**config.mk**
```make
export PLATFORM = sky130hd
export DESIGN_NAME = flash_qspi_arbiter
export DESIGN_NICKNAME = d
export VERILOG_FILES = /design/src/rtl/flash_qspi_arbiter.sv
export SDC_FILE = /design/constraint.sdc
export NUM_CORES = 1
export LEC_CHECK = 0
export ABC_AREA = 1
export CAP_MARGIN = 10
export CORE_AREA = 3 3 129 131
export DETAILED_ROUTE_END_ITERATION = 10
export DIE_AREA = 0 0 132 134
export GPL_TIMING_DRIVEN = 0
export PLACE_DENSITY = 0.77
export SKIP_LAST_GASP = 1
export SYNTH_ARGS = -nofsm -noshare
export SYNTH_HDL_FRONTEND = slang
export SYNTH_SLANG_ARGS = --single-unit
```
**constraint.sdc**
```tcl
create_clock -name wb_clk_i -period 1.8 [get_ports wb_clk_i]
set_clock_uncertainty 0.1 [all_clocks]
set_input_delay 0.36 -clock wb_clk_i [delete_from_list [all_inputs] [get_ports wb_clk_i]]
set_output_delay 0.36 -clock wb_clk_i [all_outputs]
set_load 0.05 [all_outputs]
```
**src/rtl/flash_qspi_arbiter.sv**
```systemverilog
// Two-port round-robin burst arbiter in front of a QSPI flash read controller.
// Reuses the device's continuous-read stream when a burst starts where the previous one ended.
module flash_qspi_arbiter #(
  parameter int LENGTH_WIDTH = 4
) (
  input  logic                    wb_clk_i,
  input  logic                    wb_rst_ni,
  input  logic                    a_req,
  input  logic [23:0]             a_address,
  input  logic [LENGTH_WIDTH-1:0] a_length,
  output logic                    a_grant,
  output logic [31:0]             a_data,
  output logic                    a_dataValid,
  output logic                    a_done,
  input  logic                    b_req,
  input  logic [23:0]             b_address,
  input  logic [LENGTH_WIDTH-1:0] b_length,
  output logic                    b_grant,
  output logic [31:0]             b_data,
  output logic                    b_dataValid,
  output logic                    b_done,
  output logic                    qspi_enable,
  output logic [23:0]             qspi_address,
  output logic                    qspi_changeAddress,
  output logic                    qspi_requestData,
  input  logic [31:0]             qspi_readData,
  input  logic                    qspi_readDataValid,
  input  logic                    qspi_initialised,
  input  logic                    qspi_busy
);

  typedef enum logic [2:0] {WAIT_INIT, IDLE, CHANGE_ADDR, REQUEST, WAIT_DATA} state_t;

  state_t                  state_q, state_d;
  logic [23:0]             next_addr_q, next_addr_d;
  logic                    next_valid_q, next_valid_d;
  logic                    last_owner_q, last_owner_d;   // 0 = A, 1 = B
  logic [LENGTH_WIDTH-1:0] word_count_q, word_count_d;
  logic                    owner_q, owner_d;
  logic [23:0]             addr_q, addr_d;
  logic                    init_lost_q, init_lost_d;
  logic                    a_grant_q, a_grant_d, b_grant_q, b_grant_d;
  logic [31:0]             a_data_q, a_data_d, b_data_q, b_data_d;
  logic                    a_valid_q, a_valid_d, b_valid_q, b_valid_d;
  logic                    a_done_q, a_done_d, b_done_q, b_done_d;
  logic                    enable_q;

  logic                    a_req_eff, b_req_eff, win_b, owner_req;
  logic                    chg_pulse, req_pulse;

  // A requester sees done in the same cycle we are back in IDLE; its req is
  // still high for that one edge, so keep it from immediately re-winning.
  assign a_req_eff = a_req && !a_done_q;
  assign b_req_eff = b_req && !b_done_q;
  assign win_b     = b_req_eff && (!a_req_eff || !last_owner_q);
  assign owner_req = owner_q ? b_req : a_req;

  always_comb begin
    state_d      = state_q;
    next_addr_d  = next_addr_q;
    next_valid_d = next_valid_q;
    last_owner_d = last_owner_q;
    word_count_d = word_count_q;
    owner_d      = owner_q;
    addr_d       = addr_q;
    init_lost_d  = init_lost_q;
    a_grant_d    = a_grant_q;
    b_grant_d    = b_grant_q;
    a_data_d     = a_data_q;
    b_data_d     = b_data_q;
    a_valid_d    = 1'b0;
    b_valid_d    = 1'b0;
    a_done_d     = 1'b0;
    b_done_d     = 1'b0;
    chg_pulse    = 1'b0;
    req_pulse    = 1'b0;

    case (state_q)
      WAIT_INIT: begin
        if (qspi_initialised) state_d = IDLE;
      end

      IDLE: begin
        if (!qspi_initialised) begin
          state_d = WAIT_INIT;
        end else if (a_req_eff || b_req_eff) begin
          owner_d      = win_b;
          last_owner_d = win_b;
          addr_d       = (win_b ? b_address : a_address) & 24'hFF_FFFC;
          word_count_d = win_b ? b_length : a_length;
          a_grant_d    = !win_b;
          b_grant_d    = win_b;
          init_lost_d  = 1'b0;
          state_d      = (next_valid_q && addr_d == next_addr_q) ? REQUEST : CHANGE_ADDR;
        end
      end

      CHANGE_ADDR, REQUEST: begin
        // No word is in flight here, so an abort can take effect at once.
        if (!qspi_initialised) begin
          a_grant_d    = 1'b0;
          b_grant_d    = 1'b0;
          next_valid_d = 1'b0;
          state_d      = WAIT_INIT;
        end else if (!owner_req) begin
          a_grant_d = 1'b0;
          b_grant_d = 1'b0;
          state_d   = IDLE;
        end else if (!qspi_busy) begin
          chg_pulse = (state_q == CHANGE_ADDR);
          req_pulse = (state_q == REQUEST);
          state_d   = (state_q == CHANGE_ADDR) ? REQUEST : WAIT_DATA;
        end
      end

      WAIT_DATA: begin
        if (!qspi_initialised) init_lost_d = 1'b1;
        if (qspi_readDataValid) begin
          next_addr_d  = addr_q + 24'd4;
          next_valid_d = 1'b1;
          addr_d       = addr_q + 24'd4;
          if (init_lost_q || !qspi_initialised) begin
            a_grant_d    = 1'b0;
            b_grant_d    = 1'b0;
            next_valid_d = 1'b0;
            state_d      = WAIT_INIT;
          end else if (!owner_req) begin
            a_grant_d = 1'b0;
            b_grant_d = 1'b0;
            state_d   = IDLE;
          end else begin
            if (owner_q) begin
              b_data_d  = qspi_readData;
              b_valid_d = 1'b1;
            end else begin
              a_data_d  = qspi_readData;
              a_valid_d = 1'b1;
            end
            if (word_count_q == '0) begin
              a_done_d  = !owner_q;
              b_done_d  = owner_q;
              a_grant_d = 1'b0;
              b_grant_d = 1'b0;
              state_d   = IDLE;
            end else begin
              word_count_d = word_count_q - 1'b1;
              state_d      = REQUEST;
            end
          end
        end
      end

      default: state_d = WAIT_INIT;
    endcase
  end

  always_ff @(posedge wb_clk_i or negedge wb_rst_ni) begin
    if (!wb_rst_ni) begin
      state_q      <= WAIT_INIT;
      next_addr_q  <= '0;
      next_valid_q <= 1'b0;
      last_owner_q <= 1'b1;
      word_count_q <= '0;
      owner_q      <= 1'b0;
      addr_q       <= '0;
      init_lost_q  <= 1'b0;
      a_grant_q    <= 1'b0;
      b_grant_q    <= 1'b0;
      a_data_q     <= '0;
      b_data_q     <= '0;
      a_valid_q    <= 1'b0;
      b_valid_q    <= 1'b0;
      a_done_q     <= 1'b0;
      b_done_q     <= 1'b0;
      enable_q     <= 1'b0;
    end else begin
      state_q      <= state_d;
      next_addr_q  <= next_addr_d;
      next_valid_q <= next_valid_d;
      last_owner_q <= last_owner_d;
      word_count_q <= word_count_d;
      owner_q      <= owner_d;
      addr_q       <= addr_d;
      init_lost_q  <= init_lost_d;
      a_grant_q    <= a_grant_d;
      b_grant_q    <= b_grant_d;
      a_data_q     <= a_data_d;
      b_data_q     <= b_data_d;
      a_valid_q    <= a_valid_d;
      b_valid_q    <= b_valid_d;
      a_done_q     <= a_done_d;
      b_done_q     <= b_done_d;
      enable_q     <= 1'b1;
    end
  end

  assign a_grant            = a_grant_q;
  assign a_data             = a_data_q;
  assign a_dataValid        = a_valid_q;
  assign a_done             = a_done_q;
  assign b_grant            = b_grant_q;
  assign b_data             = b_data_q;
  assign b_dataValid        = b_valid_q;
  assign b_done             = b_done_q;
  assign qspi_enable        = enable_q;
  assign qspi_address       = addr_q;
  assign qspi_changeAddress = chg_pulse;
  assign qspi_requestData   = req_pulse;

endmodule

```
Word-level counts from Yosys, hierarchy flattened

Index checks and enable logic that the tools add are counted.

Bits in registers: 130
Input port bits: 95
Output and inout port bits: 97
Word-level logic and storage cells: 144

Add/subtract/negate cells: 2
Eq/ne operators: 18
Mux-type cells: 75
Bitwise gates (word level): 2
Reduce and logical (&&, ||, !) cells: 30

Operator list:

| operator                | count |
|---|---|
| $mux W24                | 4 |
| $pmux W24 S2            | 1 |
| $mux W1                 | 46 |
| $mux W4                 | 7 |
| $add A24 B3 Y24 const B | 1 |
| $eq A24 B24 Y1          | 1 |
| $mux W3                 | 8 |
| $ne A2 B2 Y1 const B    | 9 |
| $pmux W3 S4             | 1 |
| $reduce_and A4 Y1       | 3 |
| $reduce_and A5 Y1       | 2 |
| $ne A4 B4 Y1 const B    | 2 |
| $pmux W4 S2             | 1 |
| $logic_not A1 Y1        | 7 |
| $reduce_and A7 Y1       | 1 |
| $eq A3 B2 Y1 const B    | 2 |
| $mux W2                 | 3 |
| $ne A3 B3 Y1 const B    | 2 |
| $pmux W1 S3             | 2 |
| $reduce_and A3 Y1       | 2 |
| $reduce_and A6 Y1       | 1 |
| $logic_and A1 B1 Y1     | 4 |
| $logic_not A4 Y1        | 1 |
| $pmux W1 S2             | 2 |
| 10 further kinds        | 14 |

Logic depth before layout (Yosys ltp)

Gate-level depths: netlist of the first run.

Depth after elaboration: 12
Depth in mapped cells: 15
Mapped depth without buffers: 14

Worst setup path before layout of the first run

No wires, ideal clock.

Kind: register to output
From: register owner_q
To: output qspi_changeAddress
Arrival time: 1.895 ns
Data required time: 1.340 ns
Path slack: -0.555 ns
Cell stages (with the launch flop): 4
Buffers on the path: 0
Cells stage by stage: dfrtp_1 > o21ai_1 > nand2_1 > nor3_1

Cells in the longest elaborated chain, start to end: 4

RTL lines:

| item                   | RTL line | source |
|---|---|---|
| from (decl)            | 39       | `logic owner_q, owner_d;` |
| from (signal assigned) | 182      | `owner_q <= owner_d;` |
| $mux W1                | 56       | `assign owner_req = owner_q ? b_req : a_req;` |
| $mux W1                | 105      | `end else if (!owner_req) begin` |
| $mux W1                | 100      | `if (!qspi_initialised) begin` |
| $mux W1                | 78       | `case (state_q)` |
| to (decl)              | 24       | `output logic qspi_changeAddress,` |

Every way passes these cells.

Final worst setup path of the first run

From: register b_done_q, in the netlist b_done
To: register state_q[0]

Cells in the longest elaborated chain, start to end: 10
Elaborated cells on any way between the ends: 13
Classes of those cells: 2 x eq/ne; 5 x mux; 6 x reduce/logical

RTL lines:

| item                    | RTL line | source |
|---|---|---|
| from (decl)             | 45       | `logic a_done_q, a_done_d, b_done_q, b_done_d;` |
| from (signal assigned)  | 192      | `b_done_q <= b_done_d;` |
| $logic_not A1 Y1 (*)    | 54       | `assign b_req_eff = b_req && !b_done_q;` |
| $logic_and A1 B1 Y1 (*) | 54       |  |
| $logic_and A1 B1 Y1     | 55       | `assign win_b = b_req_eff && (!a_req_eff \|\| !last_owner_q);` |
| $mux W24                | 89       | `addr_d = (win_b ? b_address : a_address) & 24'hFF_FFFC;` |
| $eq A24 B24 Y1          | 94       | `state_d = (next_valid_q && addr_d == next_addr_q) ? REQUEST : CHANGE_ADDR;` |
| $logic_and A1 B1 Y1     | 94       |  |
| $mux W1                 | 94       |  |
| $mux W3                 | 86       | `end else if (a_req_eff \|\| b_req_eff) begin` |
| $mux W3                 | 84       | `if (!qspi_initialised) begin` |
| $pmux W3 S4             | 78       |  |
| to (signal assigned)    | 177      | `state_q <= state_d;` |
| to (decl)               | 34       | `state_t state_q, state_d;` |

Every way passes the cells marked *; elsewhere a longest branch is shown, timed or not. The select of a mux whose other input is x is not followed.
A chain may end at the register's enable or synchronous reset.

==> results of run 1 <==
==> synth_stat cells (all sizes together) <==
master | count | share of area [%]
or2 | 3 | 0.27
a21oi | 14 | 1.2
nand3 | 75 | 5.7
o22ai | 9 | 0.82
nor2 | 54 | 3.9
inv | 115 | 6.3
xnor2 | 4 | 0.51
ha | 2 | 0.37
o22a | 1 | 0.13
o21bai | 2 | 0.22
dfrtp | 125 | 46
conb | 2 | 0.11
xor2 | 15 | 1.9
clkinv | 1 | 0.055
a21boi | 1 | 0.11
o31ai | 1 | 0.11
nor3 | 8 | 1.1
o21ai | 127 | 12
a311oi | 1 | 0.13
dfstp | 1 | 0.38
buf | 35 | 4.0
nand2 | 235 | 13
clkbuf | 4 | 0.22
a31oi | 2 | 0.18
nand4 | 4 | 0.46
nand3b | 4 | 0.44
o211ai | 4 | 0.44
==> state kept, by name (all words and copies together) (netlist names), 3 cells and up <==
signal and cells:
a_data 32, b_data 32, next_addr_q 22, qspi_address 22, word_count_q 4, state_q 3
==> layer usage <==
metal,up-vias,wire length [um]
met4,0,647
met2,376,11300
met1,3383,9260
met5,-,0
li1,3230,-
met3,61,2210
==> stage by stage <==
stage / total power [uW] / setup slack (ns) / instance area (um^2) / instances / hold slack, ns
2_1_floorplan: 7160 / -0.191 / 6890 / 850 / -0.0356
3_3_place_gp: 8680 / -5.30 / 9010 / 1251 / 0.363
3_5_place_dp: 8760 / -1.16 / 9040 / 1252 / 0.279
4_1_cts: 12400 / -0.264 / 9970 / 1312 / 0.378
5_1_grt: 13600 / -0.328 / 10600 / 1337 / 0.393
6_report: 12900 / -0.282 / 10600 / 1337 / 0.368
==> area by class of cell <==
class	instances	area, um^2
buffer	39	448
clock buffer	18	439
clock inverter	14	133
fill	1263	5100
inverter	116	450
multi-input combinational	569	3370
sequential	126	3180
tap	216	270
timing repair buffer	239	2320
==> kinds of logic after synthesis <==
family,count (synthesis),synth area share [%]
flip-flops,126,46.1
AO/OA/AOI/OAI,162,15.2
adder cells (fa/ha/maj),2,0.366
buffers and inverters,155,10.6
AND/OR/NAND/NOR,383,25.1
XOR/XNOR,19,2.43
other,2,0.110
==> power breakdown <==
group | leakage [uW] | internal [uW] | switching, uW | total (uW)
registers | 0.00162 | 3490 | 654 | 4150
logic | 0.00329 | 2010 | 3460 | 5460
clock network | 0.000274 | 1960 | 1380 | 3330
==> worst max path at each step <==
stage | start | endpoint | slack (ns) | depth (start not counted)
floorplan | qspi_address[2] | qspi_address[22] | -0.19 | 11
global placement | wb_rst_ni | b_done | -5.30 | 1
detailed placement | a_req | qspi_requestData | -1.16 | 8
CTS | state_q[2] | qspi_requestData | -0.26 | 8
global route | state_q[2] | qspi_requestData | -0.33 | 8
finish | b_done | state_q[0] | -0.28 | 12
==> cells in the final DEF (no fill, tap or decap), types with 13 or more instances in the layout <==
cell type and instances:
buf_6 22, o21ai_2 55, nand2_1 193, dlygate4sd2_1 15, clkbuf_16 25, dfrtp_2 17
inv_1 104, clkbuf_2 28, o21ai_1 28, clkdlybuf4s15_2 13, clkdlybuf4s50_1 86, clkdlybuf4s15_1 35
nand3_1 68, dfrtp_1 108, nand2_2 35, o21ai_0 43, nor2_4 14, nor2_1 32
a21oi_1 13, buf_4 42
==> timing repair <==
action | CTS | global route
pin swaps | 26 | 42
endpoints found under the setup margin | 195 | 176
hold buffers | 1 | 0
cloned | 0 | 8
endpoints found under the hold margin | 59 | 0
buffers inserted | 27 | 20
resized for setup | 217 | 215
==> impl_metrics.yaml, run 1 <==
placement:
  gp_congestion: 0.969
  io_buffers: 185
  hpwl_um: 15300
floorplan:
  start_util_pct: 43.5
  core-area_mm2: 0.0157
  ioPinCount: 192
  die_h_um: 134
  dieArea_mm2: 0.0177
  rows: 46
  die_x_um: 132
critical_path:
  crit_chain: "nor2_4 > buf_4 > nand3_1 > nand3_1 > nand2_1 > nor2_2 > nand2_2 > nor2_4 > nand3_2 > nand2_1 > nand2_1 > nand2_1"
  r2r_start: "b_done"
  crit_buf_inv: 1
  reg2reg_slack_ns: -0.28
  worstRegToRegCells: 12
  cp-start-kind: "flop"
  required_ns: 2.05
  worstPathArrival_ns: 2.34
  r2r-end: "state_q[0]"
  cp-end-kind: "flop"
  critPathMaxFanout: 10
  cp_slowest_stage_delay_ns: 0.42
  cpLargestDelayFamily: "simple AND/OR/NAND/NOR gates"
  cpMostUsedCell: "nand2_1"
  crit_type: "reg2reg"
  cp_slowest_cell: "dfrtp_2"
power_and_ir_drop:
  ir_worst_vdd_v: 0.000789
  powerDensity_mw_per_mm2: 1220
  p_leak_uw: 0.00518
sta:
  slew-limit-headroom_pct: 59.8
  finalSetupViolCount: 12
  rsz0062_at_grt: "yes"
  period_needed_ns: 2.08
  timing.final.ws_setup_ns: -0.282
  hold_viol: 0
  slew_viol_final: 0
  max_slew.worst_pin.slew_ns: 0.603
  max_freq_ghz: 0.480
  finalCritPeriodShare_pct: 116
  fin_setup_tns_ns: -1.21
synth:
  syn_inst: 849
  ys_ff_latch: 126
  synthesis.area_mm2: 0.00684
  yosys_warnings: 0
  ys_seq_area_share_pct: 46.1
  synth_area_per_cell_um2: 8.06
  ys_types: 43
global_routing:
  grt_pass1_vias: 6549
  grt_use_met1_pct: 31.6
  overflow: 0
  met3_usage_pct: 7.69
  grt.met2_usage_pct: 38.6
  antenna_found_initial: 0
  grt_max_degree: 67
  gr-max-usage-layer: "met2"
  grt_pass1_wl_um: 34000
  grt.total_usage_pct: 24.3
cts:
  cts_inserted_buffers: 17
  cts_buffer_depth: 2
  clkTransAtPathRegs_ns: 0.06
  clkLatencyLatePin_ns: 0.42
  clock-sinks: 126
  h-tree-depth: 4
  cts_tree: "done"
  clockRootBuffer: "clkbuf_16"
cells_and_area:
  n_antenna_cell: 0
  final_nets: 1205
  synthToLayoutAreaGrowth_pct: 55.1
  layout-drive-gt1-share_pct: 31.0
  final_core_util_pct: 67.5
routing:
  vias_per_cell: 5.27
  ant_nets: 0
  vias: 7050
  first_pass_iters: 5
  wl_um: 23400
  drtIter0Drc: 596
  wl_per_cell_um: 17.5
  drc: 0
outcome:
  violations: "setup timing"
  status: "finished with violations"
hold_path:
  hold_path.class: "in2async"
job:
  drv_cap: 0
No activity file was read; power rests on OpenSTA's default activity.
==> run 2: changes to the inputs <==
ABC_CLOCK_PERIOD_IN_PS = 1800   (was default)
MAX_ROUTING_LAYER = met4   (was default)
==> impl_metrics.yaml, run 2 (same netlist as run 1, synthesis figures left out) <==
job:
  drv_cap: 0
floorplan:
  ioPinCount: 192
  die_x_um: 132
  dieArea_mm2: 0.0177
  rows: 46
  start_util_pct: 43.5
  core-area_mm2: 0.0157
  die_h_um: 134
sta:
  period_needed_ns: 2.09
  max_slew.worst_pin.slew_ns: 0.598
  finalCritPeriodShare_pct: 116
  finalSetupViolCount: 73
  max_freq_ghz: 0.479
  timing.final.ws_setup_ns: -0.287
  slew_viol_final: 0
  slew-limit-headroom_pct: 60.1
  hold_viol: 0
  rsz0062_at_grt: "yes"
  hold_slack_ns: 0.372
global_routing:
  grt_pass1_wl_um: 34200
  grt_pass1_vias: 6674
  grt_max_degree: 67
  antenna_found_initial: 0
  overflow: 0
  grt.total_usage_pct: 24.9
routing:
  vias: 6977
  wl_per_cell_um: 17.3
  wl_um: 23200
  vias_per_cell: 5.21
  ant_nets: 0
  first_pass_iters: 6
  drc: 0
  drtIter0Drc: 667
placement:
  gp_congestion: 0.984
  io_buffers: 185
  hpwl_um: 15300
critical_path:
  worstPathArrival_ns: 2.34
  crit_buf_inv: 1
  cp-start-kind: "flop"
  cp-startpoint: "b_done"
  cpLargestDelayFamily: "simple AND/OR/NAND/NOR gates"
  r2r-end: "state_q[0]"
  cp-end-kind: "flop"
  critPathMaxFanout: 7
  crit_type: "reg2reg"
  path_depth: 14
  crit_end: "state_q[0]"
  cp_slowest_cell: "dfrtp_2"
  r2r_start: "b_done"
  crit_chain: "nor2_4 > nand2_8 > buf_6 > nand2_2 > nand2_2 > nand2_2 > nand2_1 > nor2_1 > nand2_1 > nor2_2 > nand3_2 > nand2_2 > nand2_1 > nand2_1"
  worstRegToRegCells: 14
  required_ns: 2.05
  cp_slowest_stage_delay_ns: 0.42
  reg2reg_slack_ns: -0.29
outcome:
  violations: "setup timing"
  status: "finished with violations"
cells_and_area:
  final_common_cell: "nand2_1"
  layout_common_cells: "nand2_1, dfrtp_1, inv_1"
  final_core_util_pct: 67.5
  n_antenna_cell: 0
  final_nets: 1208
  nFillCells: 1255
  layout-drive-gt1-share_pct: 29.5
  synthToLayoutAreaGrowth_pct: 55.0
power_and_ir_drop:
  ir_worst_vdd_v: 0.000808
  p_leak_uw: 0.00518
  powerDensity_mw_per_mm2: 1260
cts:
  clkTransAtPathRegs_ns: 0.06
  cts_inserted_buffers: 17
  clkLatencyLatePin_ns: 0.42
  h-tree-depth: 4
  clockRootBuffer: "clkbuf_16"
  cts_tree: "done"
  cts_buffer_depth: 2
  clock-sinks: 126
hold_path:
  hold_path.class: "in2async"
-- run 2: metal layers --
layer  wire, um  up-vias  share of wire (%)  global-route usage [%]
met2      11200      381                 48                    38.0
met5          0        -                  0                       -
met4        932        0                4.0                    10.9
li1           -     3243                  -                       -
met3       2020       89                8.7                    5.63
met1       9090     3264                 39                    32.1
-- run 2: where the power goes --
part | internal, uW | leakage (uW) | switching (uW)
clock network | 2110 | 0.000290 | 1390
logic | 2190 | 0.00327 | 3490
registers | 3490 | 0.00162 | 660
total | 7790 | 0.00518 | 5540
-- run 2: layout make-up --
type	count	area (um^2)	area share [%]
clock inverters	13	151	1.43
flip-flops and latches	126	3180	30.0
plain buffers	38	422	3.98
multi-input cells	569	3310	31.3
repair buffers	243	2370	22.4
inverters	116	450	4.25
well taps	216	270	2.55
clock buffers	19	443	4.18
-- run 2: through the flow --
stage	worst slack, ns	instances	power, uW	instance area [um^2]	TNS, ns
after global routing	-0.358	1340	13900	10600	-13.13
after detailed placement	-1.20	1252	8760	9040	-48.80
after global placement	-5.32	1251	8690	9010	-658.49
final	-0.287	1340	13300	10600	-5.01
after CTS	-0.258	1307	12400	9950	-0.827
after floorplan	-0.191	850	7160	6890	-0.771
-- run 2: worst min path at each step --
stage,from,depth (start not counted),slack (ns),endpoint
6_report,wb_rst_ni,2,0.37,next_addr_q[16]
5_1_grt,a_data[3],2,0.40,a_data[3]
4_1_cts,b_data[18],2,0.38,b_data[18]
3_5_place_dp,wb_rst_ni,1,0.28,next_addr_q[16]
3_3_place_gp,a_data[4],2,0.36,a_data[4]
2_1_floorplan,wb_rst_ni,0,-0.04,a_dataValid
-- run 2: timing repair --
item,CTS,global route
pin swaps,25,36
setup buffers,21,30
setup endpoints to repair,200,166
hold buffers,1,0
gates cloned,1,4
resized for setup,210,186
hold endpoints to repair,60,0
-- run 2: worst register-to-register path, delay by kind of cell (launching register included) --
kind | cells | cell delay [ns]
buf+inv | 1 | 0.16
flops | 1 | 0.42
simple gates | 13 | 1.32
